## src/rtl/geofence_xprod_arb_if.sv

```systemverilog
// Requester/result bundle for the geofence cross-product arbiter.
// The master side drives requests; the slave side is the arbiter.
interface geofence_xprod_arb_if #(
  parameter int W = 11
);
  logic [1:0]         req;
  logic [4*W-1:0]     opnd0;
  logic [4*W-1:0]     opnd1;
  logic [1:0]         gnt;
  logic               res_valid;
  logic               res_id;
  logic signed [2*W:0] res;
  logic               res_neg;

  modport master (
    output req, opnd0, opnd1,
    input  gnt, res_valid, res_id, res, res_neg
  );

  modport slave (
    input  req, opnd0, opnd1,
    output gnt, res_valid, res_id, res, res_neg
  );
endinterface

```

## src/rtl/geofence_xprod_arb.sv

```systemverilog
// Two-requester arbiter feeding one time-shared signed multiplier: ax*by - bx*ay.
// GEOFENCE_ARB_RR_EN selects round-robin arbitration; default is fixed priority.
module geofence_xprod_arb #(
  parameter int W = 11
) (
  input logic               clk,
  input logic               reset,
  geofence_xprod_arb_if.slave bus
);

  typedef enum logic [1:0] {
    S_IDLE,
    S_MUL_A,
    S_MUL_B,
    S_DONE
  } state_t;

  state_t r_state;
  state_t w_next;

  logic                  r_win;
  logic signed [W-1:0]   r_ax;
  logic signed [W-1:0]   r_ay;
  logic signed [W-1:0]   r_bx;
  logic signed [W-1:0]   r_by;
  logic signed [2*W-1:0] r_p1;
  logic signed [2*W:0]   r_res;
  logic                  r_id;
  logic                  r_neg;

  logic                  w_any;
  logic                  w_win;
  logic [4*W-1:0]        w_opnd;
  logic signed [W-1:0]   w_ma;
  logic signed [W-1:0]   w_mb;
  logic signed [2*W-1:0] w_prod;
  logic signed [2*W:0]   w_diff;
  logic [1:0]            w_gnt;

  assign w_any = |bus.req;

`ifdef GEOFENCE_ARB_RR_EN
  // r_ptr names the requester that wins a tie
  logic r_ptr;
  assign w_win = (bus.req == 2'b11) ? r_ptr : ~bus.req[0];
`else
  assign w_win = ~bus.req[0];
`endif

  assign w_opnd = w_win ? bus.opnd1 : bus.opnd0;

  assign w_ma   = (r_state == S_MUL_B) ? r_bx : r_ax;
  assign w_mb   = (r_state == S_MUL_B) ? r_ay : r_by;
  assign w_prod = w_ma * w_mb;
  assign w_diff = {r_p1[2*W-1], r_p1}
                - {w_prod[2*W-1], w_prod};

  always_comb begin
    w_next = r_state;
    w_gnt  = 2'b00;
    unique case (r_state)
      S_IDLE:  if (w_any) w_next = S_MUL_A;
      S_MUL_A: begin
        w_gnt[r_win] = 1'b1;
        w_next       = S_MUL_B;
      end
      S_MUL_B: w_next = S_DONE;
      S_DONE:  w_next = S_IDLE;
      default: w_next = S_IDLE;
    endcase
  end

  always_ff @(posedge clk or negedge reset) begin
    if (!reset) begin
      r_state <= S_IDLE;
      r_win   <= 1'b0;
      r_ax    <= '0;
      r_ay    <= '0;
      r_bx    <= '0;
      r_by    <= '0;
      r_p1    <= '0;
      r_res   <= '0;
      r_id    <= 1'b0;
      r_neg   <= 1'b0;
    end else begin
      r_state <= w_next;
      if (r_state == S_IDLE && w_any) begin
        r_win <= w_win;
        r_ax  <= w_opnd[4*W-1:3*W];
        r_ay  <= w_opnd[3*W-1:2*W];
        r_bx  <= w_opnd[2*W-1:W];
        r_by  <= w_opnd[W-1:0];
      end
      if (r_state == S_MUL_A) r_p1 <= w_prod;
      if (r_state == S_MUL_B) begin
        r_res <= w_diff;
        r_id  <= r_win;
        r_neg <= w_diff[2*W];
      end
    end
  end

`ifdef GEOFENCE_ARB_RR_EN
  always_ff @(posedge clk or negedge reset) begin
    if (!reset)
      r_ptr <= 1'b0;
    else if (r_state == S_IDLE && w_any)
      r_ptr <= ~w_win;
  end
`endif

  assign bus.gnt       = w_gnt;
  assign bus.res_valid = (r_state == S_DONE);
  assign bus.res_id    = r_id;
  assign bus.res       = r_res;
  assign bus.res_neg   = r_neg;

endmodule

```

## src/flat_wrapper.sv

```systemverilog
// flat-port wrapper written by rule: the top's interface ports become plain ports
module geofence_xprod_arb_flat 
#(
  parameter int W = 11
)
  (clk, reset, bus_req, bus_opnd0, bus_opnd1, bus_gnt, bus_res_valid, bus_res_id, bus_res, bus_res_neg);
  geofence_xprod_arb_if #(.W(W)) bus_i ();
  input logic clk;
  input logic reset;
  input wire logic [$bits(bus_i.req)-1:0] bus_req;
  input wire logic [$bits(bus_i.opnd0)-1:0] bus_opnd0;
  input wire logic [$bits(bus_i.opnd1)-1:0] bus_opnd1;
  output wire logic [$bits(bus_i.gnt)-1:0] bus_gnt;
  output wire logic [$bits(bus_i.res_valid)-1:0] bus_res_valid;
  output wire logic [$bits(bus_i.res_id)-1:0] bus_res_id;
  output wire logic [$bits(bus_i.res)-1:0] bus_res;
  output wire logic [$bits(bus_i.res_neg)-1:0] bus_res_neg;
  assign bus_i.req = bus_req;
  assign bus_i.opnd0 = bus_opnd0;
  assign bus_i.opnd1 = bus_opnd1;
  assign bus_gnt = bus_i.gnt;
  assign bus_res_valid = bus_i.res_valid;
  assign bus_res_id = bus_i.res_id;
  assign bus_res = bus_i.res;
  assign bus_res_neg = bus_i.res_neg;
  geofence_xprod_arb #(.W(W)) u_core (.clk(clk), .reset(reset), .bus(bus_i));
endmodule
```

## config.mk

```make
export PLATFORM = sky130hd
export DESIGN_NAME = geofence_xprod_arb_flat
export DESIGN_NICKNAME = d
export VERILOG_FILES = /design/src/rtl/geofence_xprod_arb_if.sv /design/src/rtl/geofence_xprod_arb.sv /design/src/flat_wrapper.sv
export SDC_FILE = /design/constraint.sdc
export NUM_CORES = 1
export LEC_CHECK = 0
export CAP_MARGIN = 20
export CELL_PAD_IN_SITES_DETAIL_PLACEMENT = 0
export CELL_PAD_IN_SITES_GLOBAL_PLACEMENT = 1
export CORE_UTILIZATION = 51
export DETAILED_ROUTE_END_ITERATION = 8
export DONT_BUFFER_PORTS = 1
export PLACE_DENSITY_LB_ADDON = 0.2
export SLEW_MARGIN = 20
export SYNTH_ARGS = -nofsm -noshare
export SYNTH_HDL_FRONTEND = slang
export SYNTH_SLANG_ARGS = --single-unit
```

## constraint.sdc

```tcl
create_clock -name clk -period 9.76 [get_ports clk]
set_input_delay 1.464 -clock clk [delete_from_list [all_inputs] [get_ports clk]]
set_output_delay 1.464 -clock clk [all_outputs]
set_load 0.005 [all_outputs]
```

==> results of run 1 <==
-- routing by layer --
metal	vias to the layer above	track usage, %	wire [µm]
met3	12	2.999	720
li1	3496	-	-
met4	0	4.759	194
met1	3340	29.58	10010
met2	126	37.00	9674
met5	-	0	0
-- area by class of cell --
type	count	area [µm²]	area share, %
multi-input cells	772	6997	65.15
flip-flops and latches	93	2327	21.67
inverters	197	739.5	6.886
well taps	265	331.6	3.088
clock buffers	9	225.2	2.097
clock inverters	7	73.82	0.6874
repair buffers	6	45.04	0.4194
-- path summary, 6_finish.rpt --
kind                                                  end  depth (start not counted)
min reg2reg                    u_core.r_by[6]$_DFFE_PN0P_                          2
min                            u_core.r_by[6]$_DFFE_PN0P_                          2
max reg2reg                u_core.bus.res[20]$_DFFE_PN0P_                         28
max in group asynchronous      u_core.r_bx[6]$_DFFE_PN0P_                          0
max                        u_core.bus.res[20]$_DFFE_PN0P_                         28
min in group asynchronous   u_core.bus.res[4]$_DFFE_PN0P_                          0
-- sequential cells by signal, indices dropped and copies added, names as in the netlist --
register and cells:
u_core.r_bx 11, u_core.r_ax 11, u_core.bus.res_id 1, u_core.r_win 1, u_core.r_ay 11, u_core.r_by 11, u_core.bus.res_neg 1, u_core.bus.res 22
u_core.r_p1 22, u_core.r_state 2
-- placed cells by master, fill, tap and decap left out, types with 3 or more instances in the layout --
| master | count |
|---|---|
| inv_1 | 196 |
| nand2_1 | 125 |
| fa_1 | 118 |
| dfrtp_1 | 93 |
| nor2_1 | 78 |
| mux2i_1 | 75 |
| o21ai_0 | 69 |
| ha_1 | 66 |
| a21oi_1 | 33 |
| mux2_2 | 32 |
| xnor2_1 | 26 |
| nand2b_1 | 20 |
| nor2b_1 | 11 |
| clkbuf_16 | 9 |
| and2_1 | 8 |
| xor2_1 | 8 |
| a21o_1 | 7 |
| nand3_1 | 6 |
| o31ai_1 | 6 |
| buf_4 | 6 |
| or3_1 | 5 |
| a31oi_1 | 5 |
| o21a_1 | 5 |
| nor3_1 | 5 |
| a21boi_0 | 4 |
| o21bai_1 | 3 |
| nor3_2 | 3 |
| a211oi_2 | 3 |
| nor4_1 | 3 |
| nand3b_1 | 3 |
| inv_8 | 3 |
-- kinds of logic after synthesis --
logic type                 after synthesis  share of synthesized area [%]
AOI/OAI and AO/OA                      167                          10.78
xor gates and xnor gates                35                          3.081
adders and majority gates              186                          31.50
buffers and inverters                  234                          8.666
DFF                                     93                          22.83
muxes                                  108                          11.05
and+or+nand+nor                        276                          12.10
-- through the flow --
step	area, µm²	util (%)	instances	hold WS (ns)	worst slack, ns
floorplan	10190	-	1099	0.4444	1.850
global placement	10440	53.47	1333	0.4601	1.651
detailed placement	10440	53.47	1333	0.4666	1.495
CTS	10740	55.00	1349	0.4833	1.482
global route	10740	55.00	1349	0.5065	0.8338
finish	10740	55.00	1349	0.4767	1.472
-- critical path: cells and delay by family (launching register included) --
family	cells	cell delay, ns
flops	1	0.40
xor+xnor	1	0.17
simple gates	6	1.32
fa+ha+maj	8	3.70
compound gates	8	1.43
mux	1	0.89
buf+inv	4	0.25
==> flow_summary.json, run 1 <==
{
  "drc": 0,
  "clock_path_buffers": 2,
  "yosysTopAreaCellShare_pct": 23.17,
  "die-area_um2": 20560,
  "maxCapViolCount": 0,
  "slew_headroom_pct": 32.77,
  "grt_max_degree": 94,
  "overflow": 0,
  "cts_made_buffers": 9,
  "synthTopCellsByCount": "inv_1 (196), nand2_1 (125), fa_1 (118)",
  "min_period_ns": 8.288,
  "drt-total-wl_um": 20600,
  "slowest_delay_ns": 0.89,
  "ys_dominant_reg_cell": "dfrtp_1",
  "clock_sinks": 93,
  "syn-num-nets": 1376,
  "htreeDepth": 3,
  "finalWeightedCongestion": 0.8926,
  "hpwlAfterDp_um": 16580,
  "dieWidth_um": 143.4,
  "r2r_slack_ns": 1.47,
  "start_util_pct": 52.20,
  "cts_tree": "yes",
  "area_delta_synth_final_pct": 5.351,
  "vias": 6974,
  "crit_top_cell": "fa_1",
  "fmax_ghz": 0.1207,
  "holdBufCountCts": 0,
  "yosys_warnings": 0,
  "path_max_fanout": 29,
  "fill_cells": 1849,
  "ctsResizeCount": 0,
  "synth.most_common_cell": "inv_1",
  "port_buffers": 0,
  "worstHoldStart": "u_core.r_by[6]$_DFFE_PN0P_",
  "drtPass1Iterations": 7,
  "diodes": 0,
  "synth_largest_area_cell": "fa_1",
  "worst_pin_slew_ns": 0.9804,
  "num_io_pins": 120,
  "ys_ff_latch": 93,
  "wire_per_inst_um": 15.27,
  "fin_setup_tns_ns": 0,
  "run_status": "completed",
  "critPathRequiredTime_ns": 10.00,
  "synth_edf_count": 0,
  "cts_setup_buffers": 0,
  "path_class": "reg2reg",
  "final.period_utilization_pct": 84.92,
  "synth_cells": 1099,
  "drt-vias-per-instance": 5.170,
  "row_count": 51,
  "avgSynthCellArea_um2": 9.275,
  "grt_pass1_vias": 7199,
  "finalSetupViolations": 0,
  "hp-class": "reg2reg",
  "ys_types": 68,
  "synth.area.top_cells": "fa_1 (23%), dfrtp_1 (23%), ha_1 (8.2%)",
  "grt_pass1_wl_um": 34840,
  "cts_root_buf": "clkbuf_16",
  "maxSlewViolCount": 0,
  "core_area_um2": 19530,
  "crit_slowest_cell": "mux2i_1",
  "endpoint_kind": "flop",
  "rsz0062_at_grt": "false",
  "ant_nets": 0,
  "r2r_start": "u_core.r_state[0]$_DFFE_PN0P_",
  "grt_use_total_pct": 21.78,
  "hold_viol_final": 0,
  "synth_seq_area_share_pct": 22.83,
  "fin_skew_ns": 0.01294,
  "drive_gt1_share_pct": 7.196,
  "syn_area_um2": 10190,
  "worstSetupStartpointType": "flop",
  "clkLatencyLatePin_ns": 0.36,
  "antenna_found_initial": 0,
  "chipHeight_um": 143.4,
  "clk_pin_slew_ns": 0.09,
  "num-nets-final": 1356,
  "async_flop_share_pct": 100.0,
  "crit_start": "u_core.r_state[0]$_DFFE_PN0P_",
  "arrival_ns": 8.53,
  "drtIter0Drc": 256
}
Power of run 1 is not shown: default switching activity piles up to over one toggle a cycle in this logic, so the estimate is an artifact.
==> inputs of run 2 (changes only) <==
CORE_UTILIZATION = 46   (was 51)
clock period = 7.4 ns   (was 9.76 ns; I/O delays follow)
==> flow_summary.json, run 2 (synthesis results as in run 1) <==
{
  "maxCapViolCount": 0,
  "finalWeightedCongestion": 0.8862,
  "drtIter0Drc": 215,
  "fmax_ghz": 0.1407,
  "grt_pass1_vias": 7114,
  "drt-total-wl_um": 21500,
  "ant_nets": 0,
  "grt_max_degree": 94,
  "layout_commonest_cell": "inv_1",
  "antenna_found_initial": 0,
  "clk_pin_slew_ns": 0.08,
  "min_period_ns": 7.108,
  "num_io_pins": 120,
  "row_count": 54,
  "cts_tree": "yes",
  "grt_use_total_pct": 20.09,
  "drt-vias-per-instance": 5.075,
  "worstSetupStartpointType": "flop",
  "hpwlAfterDp_um": 17270,
  "maxSlewViolCount": 0,
  "fill_cells": 2033,
  "path_class": "reg2reg",
  "grt_pass1_wl_um": 35660,
  "clock_path_buffers": 2,
  "dieWidth_um": 150.9,
  "hold_viol_final": 0,
  "final_cell_count_no_fill": 1424,
  "core_area_um2": 21760,
  "overflow": 0,
  "cts_root_buf": "clkbuf_16",
  "finalSetupViolations": 0,
  "dpl.cell_count": 1392,
  "endpoint_kind": "flop",
  "htreeDepth": 3,
  "arrival_ns": 7.36,
  "path_max_fanout": 10,
  "num-nets-final": 1416,
  "layout_common_cells": "inv_1 (194), nand2_1 (122), fa_1 (117)",
  "clkLatencyLatePin_ns": 0.37,
  "critPathRequiredTime_ns": 7.65,
  "slew_headroom_pct": 52.07,
  "diodes": 0,
  "fin_util_pct": 53.23,
  "fin_skew_ns": 0.01490,
  "clock_sinks": 93,
  "vias": 7227,
  "die-area_um2": 22760,
  "hp-class": "in2async",
  "worst_pin_slew_ns": 0.7190,
  "drtPass1Iterations": 6,
  "port_buffers": 0,
  "start_util_pct": 46.85,
  "run_status": "completed",
  "cts_made_buffers": 9,
  "drc": 0,
  "final.period_utilization_pct": 96.05,
  "drive_gt1_share_pct": 15.12,
  "chipHeight_um": 150.9,
  "area_delta_synth_final_pct": 13.60,
  "wire_per_inst_um": 15.10
}
[run 2: changes by cell type in the layout (fill, tap and decap cells not counted), sizes merged]
cell	before	now
inv	201	199
clkinv	1	5
clkinvlp	2	0
clkbuf	9	11
buf	6	64
[run 2: per-layer routing]
| metal | up-vias | share of wire (%) | global-route usage [%] |
|---|---|---|---|
| met5 | - | 0 | 0 |
| met4 | 0 | 1.3 | 4.950 |
| met3 | 20 | 3.2 | 2.982 |
| met2 | 140 | 47 | 32.96 |
| met1 | 3464 | 48 | 27.81 |
| li1 | 3603 | - | - |
[run 2: what timing repair did]
item | CTS | global route
hold buffers | 0 | 0
cloned | 0 | 2
setup buffers | 0 | 14
pin swaps | 0 | 22
endpoints found under the setup margin | 1 | 6
resized for setup | 0 | 63
[run 2: final timing paths]
kind / startpoint / endpoint / slack, ns / cells past startpoint
max: u_core.r_state[0]$_DFFE_PN0P_ / u_core.bus.res[21]$_DFFE_PN0P_ / 0.29 / 27
min: reset / u_core.bus.res[4]$_DFFE_PN0P_ / 0.43 / 0
max reg2reg: u_core.r_state[0]$_DFFE_PN0P_ / u_core.bus.res[21]$_DFFE_PN0P_ / 0.29 / 27
min reg2reg: u_core.r_ay[10]$_DFFE_PN0P_ / u_core.r_ay[10]$_DFFE_PN0P_ / 0.49 / 2
max in group asynchronous: reset / u_core.r_by[9]$_DFFE_PN0P_ / 6.83 / 0
min in group clk: u_core.r_ay[10]$_DFFE_PN0P_ / u_core.r_ay[10]$_DFFE_PN0P_ / 0.49 / 2
[run 2: final cells by class]
| cell class | instances | area, µm² | share of cell area [%] |
|---|---|---|---|
| multi-input combinational | 772 | 7279 | 62.86 |
| timing repair buffer | 66 | 566.8 | 4.895 |
| sequential | 93 | 2327 | 20.10 |
| tap | 280 | 350.3 | 3.025 |
| clock inverter | 7 | 91.34 | 0.7888 |
| inverter | 197 | 739.5 | 6.386 |
| clock buffer | 9 | 225.2 | 1.945 |
[run 2: critical path, cell delays in order (launching register included)]
cell	delay [ns]
dfrtp_1	0.39
inv_2	0.08
ha_4	0.20
clkbuf_16	0.18
mux2i_1	0.37
buf_4	0.26
nor2_1	0.08
fa_1	0.57
fa_1	0.43
fa_1	0.46
fa_1	0.49
inv_1	0.05
fa_1	0.47
inv_1	0.06
ha_4	0.29
nand2_1	0.09
o31ai_4	0.30
xnor2_1	0.14
ha_1	0.23
a211o_1	0.24
nor4_2	0.21
buf_4	0.17
a2111oi_4	0.08
o32ai_4	0.32
a31oi_2	0.15
o41ai_2	0.35
mux2i_1	0.24
nand2_1	0.06
[run 2: through the flow]
step / TNS, ns / hold slack [ns] / instance area (µm²) / setup slack (ns)
floorplan: 0 / 0.4444 / 10210 / 0.08401
global placement: 0 / 0.4627 / 10810 / 0.1254
detailed placement: 0 / 0.4655 / 10810 / 0.009451
CTS: -0.007597 / 0.4143 / 11120 / -0.007597
global route: -0.07002 / 0.4054 / 11580 / -0.03791
finish: 0 / 0.4288 / 11580 / 0.2920
Power of run 2 is left out for the same reason.
==> inputs of run 3 (changes only) <==
HOLD_SLACK_MARGIN = 0.06   (was default)
MAX_ROUTING_LAYER = met4   (was default)
==> flow_summary.json, run 3 (synthesis results as in run 1) <==
{
  "run_status": "completed",
  "diodes": 0,
  "cts_made_buffers": 9,
  "core_area_um2": 21760,
  "finalWeightedCongestion": 0.9062,
  "fin_skew_ns": 0.01595,
  "maxSlewViolCount": 0,
  "maxCapViolCount": 0,
  "fmax_ghz": 0.1386,
  "endpoint_kind": "flop",
  "antenna_found_initial": 0,
  "drtIter0Drc": 264,
  "htreeDepth": 3,
  "holdBufCountCts": 0,
  "hpwlAfterDp_um": 17920,
  "overflow": 0,
  "pre_cts_ws_ns": 0.03464,
  "grt_max_degree": 94,
  "area_delta_synth_final_pct": 13.91,
  "grt_use_total_pct": 21.03,
  "slew_headroom_pct": 61.55,
  "row_count": 54,
  "worstSetupStartpointType": "flop",
  "cts_root_buf": "clkbuf_16",
  "start_util_pct": 46.85,
  "chipHeight_um": 150.9,
  "cts_tree": "yes",
  "fin_util_pct": 53.37,
  "crit_top_cell": "fa_1",
  "clock_sinks": 93,
  "num_io_pins": 120,
  "drc": 0,
  "min_period_ns": 7.216,
  "dpl.cell_count": 1391,
  "holdWs_ns": 0.4307,
  "grt_pass1_vias": 7199,
  "hold_viol_final": 0,
  "num-nets-final": 1417,
  "crit_slowest_cell": "fa_1",
  "hp-class": "in2async",
  "worst_slack_ns": 0.1837,
  "dieWidth_um": 150.9,
  "clkLatencyLatePin_ns": 0.37,
  "drtPass1Iterations": 5,
  "rsz0062_at_grt": "true",
  "die-area_um2": 22760,
  "arrival_ns": 7.46,
  "clk_pin_slew_ns": 0.08,
  "layout_common_cells": "inv_1 (192), nand2_1 (120), fa_1 (115)",
  "path_class": "reg2reg",
  "grt_pass1_wl_um": 35960,
  "wire_per_inst_um": 15.66,
  "drive_gt1_share_pct": 16.07,
  "vias": 7227,
  "worst_pin_slew_ns": 0.5768,
  "clock_path_buffers": 2,
  "drt-vias-per-instance": 5.072,
  "final.period_utilization_pct": 97.52,
  "finalSetupViolations": 0,
  "final_cell_count_no_fill": 1425,
  "port_buffers": 0,
  "drt-total-wl_um": 22310,
  "slowest_delay_ns": 0.52,
  "ant_nets": 0,
  "critPathRequiredTime_ns": 7.64,
  "path_max_fanout": 6,
  "layout_commonest_cell": "inv_1"
}
[run 3: cell count changes in the layout (fill, tap and decap cells not counted), moves of 3 or more]
cell,change
ha_4,+3
mux2i_2,+4
ha_1,-3
clkinv_8,-3
buf_6,+3
[run 3: through the flow]
step	area (µm²)	TNS, ns
after global placement	10800	0
after detailed placement	10800	0
after CTS	11110	0
after global routing	11610	-0.2488
after floorplan	10210	0
final	11610	0
[run 3: layout make-up]
type / instances / area, µm²
fillers: 2018 / 10140
multi-input cells: 772 / 7315
flip-flops and latches: 93 / 2327
inverters: 197 / 739.5
repair buffers: 67 / 573.1
well taps: 280 / 350.3
clock buffers: 9 / 225.2
clock inverters: 7 / 81.33
[run 3: per-layer routing]
metal	routed length, µm	track usage [%]	vias to the layer above
li1	-	-	3611
met1	10700	27.59	3477
met2	10800	34.52	117
met3	511	3.223	22
met4	299	4.300	0
met5	0	-	-
[run 3: critical path, delay by kind of cell, from the launching register on]
kind / cells / cell delay (ns)
multiplexers: 2 / 0.54
AO/OA/AOI/OAI: 8 / 1.62
flip-flops: 1 / 0.41
buffers and inverters: 7 / 0.61
AND/OR/NAND/NOR: 4 / 0.67
adder cells (fa/ha/maj): 8 / 3.24
[run 3: what timing repair did]
action,CTS,global route
setup buffers,0,16
setup endpoints to repair,0,6
hold endpoints to repair,0,0
gates resized for setup,0,74
[run 3: path summary, 6_finish.rpt]
| check | from | end | slack [ns] | cells after the start |
|---|---|---|---|---|
| max in group asynchronous | reset | u_core.r_bx[7]$_DFFE_PN0P_ | 6.76 | 0 |
| worst max register to register | u_core.r_state[0]$_DFFE_PN0P_ | u_core.bus.res[21]$_DFFE_PN0P_ | 0.18 | 29 |
| min in group clk | u_core.r_ay[7]$_DFFE_PN0P_ | u_core.r_ay[7]$_DFFE_PN0P_ | 0.49 | 2 |
| worst min register to register | u_core.r_ay[7]$_DFFE_PN0P_ | u_core.r_ay[7]$_DFFE_PN0P_ | 0.49 | 2 |
| worst min-delay path | reset | u_core.bus.res[4]$_DFFE_PN0P_ | 0.43 | 0 |
| worst max-delay path | u_core.r_state[0]$_DFFE_PN0P_ | u_core.bus.res[21]$_DFFE_PN0P_ | 0.18 | 29 |
Power of run 3 is left out for the same reason.
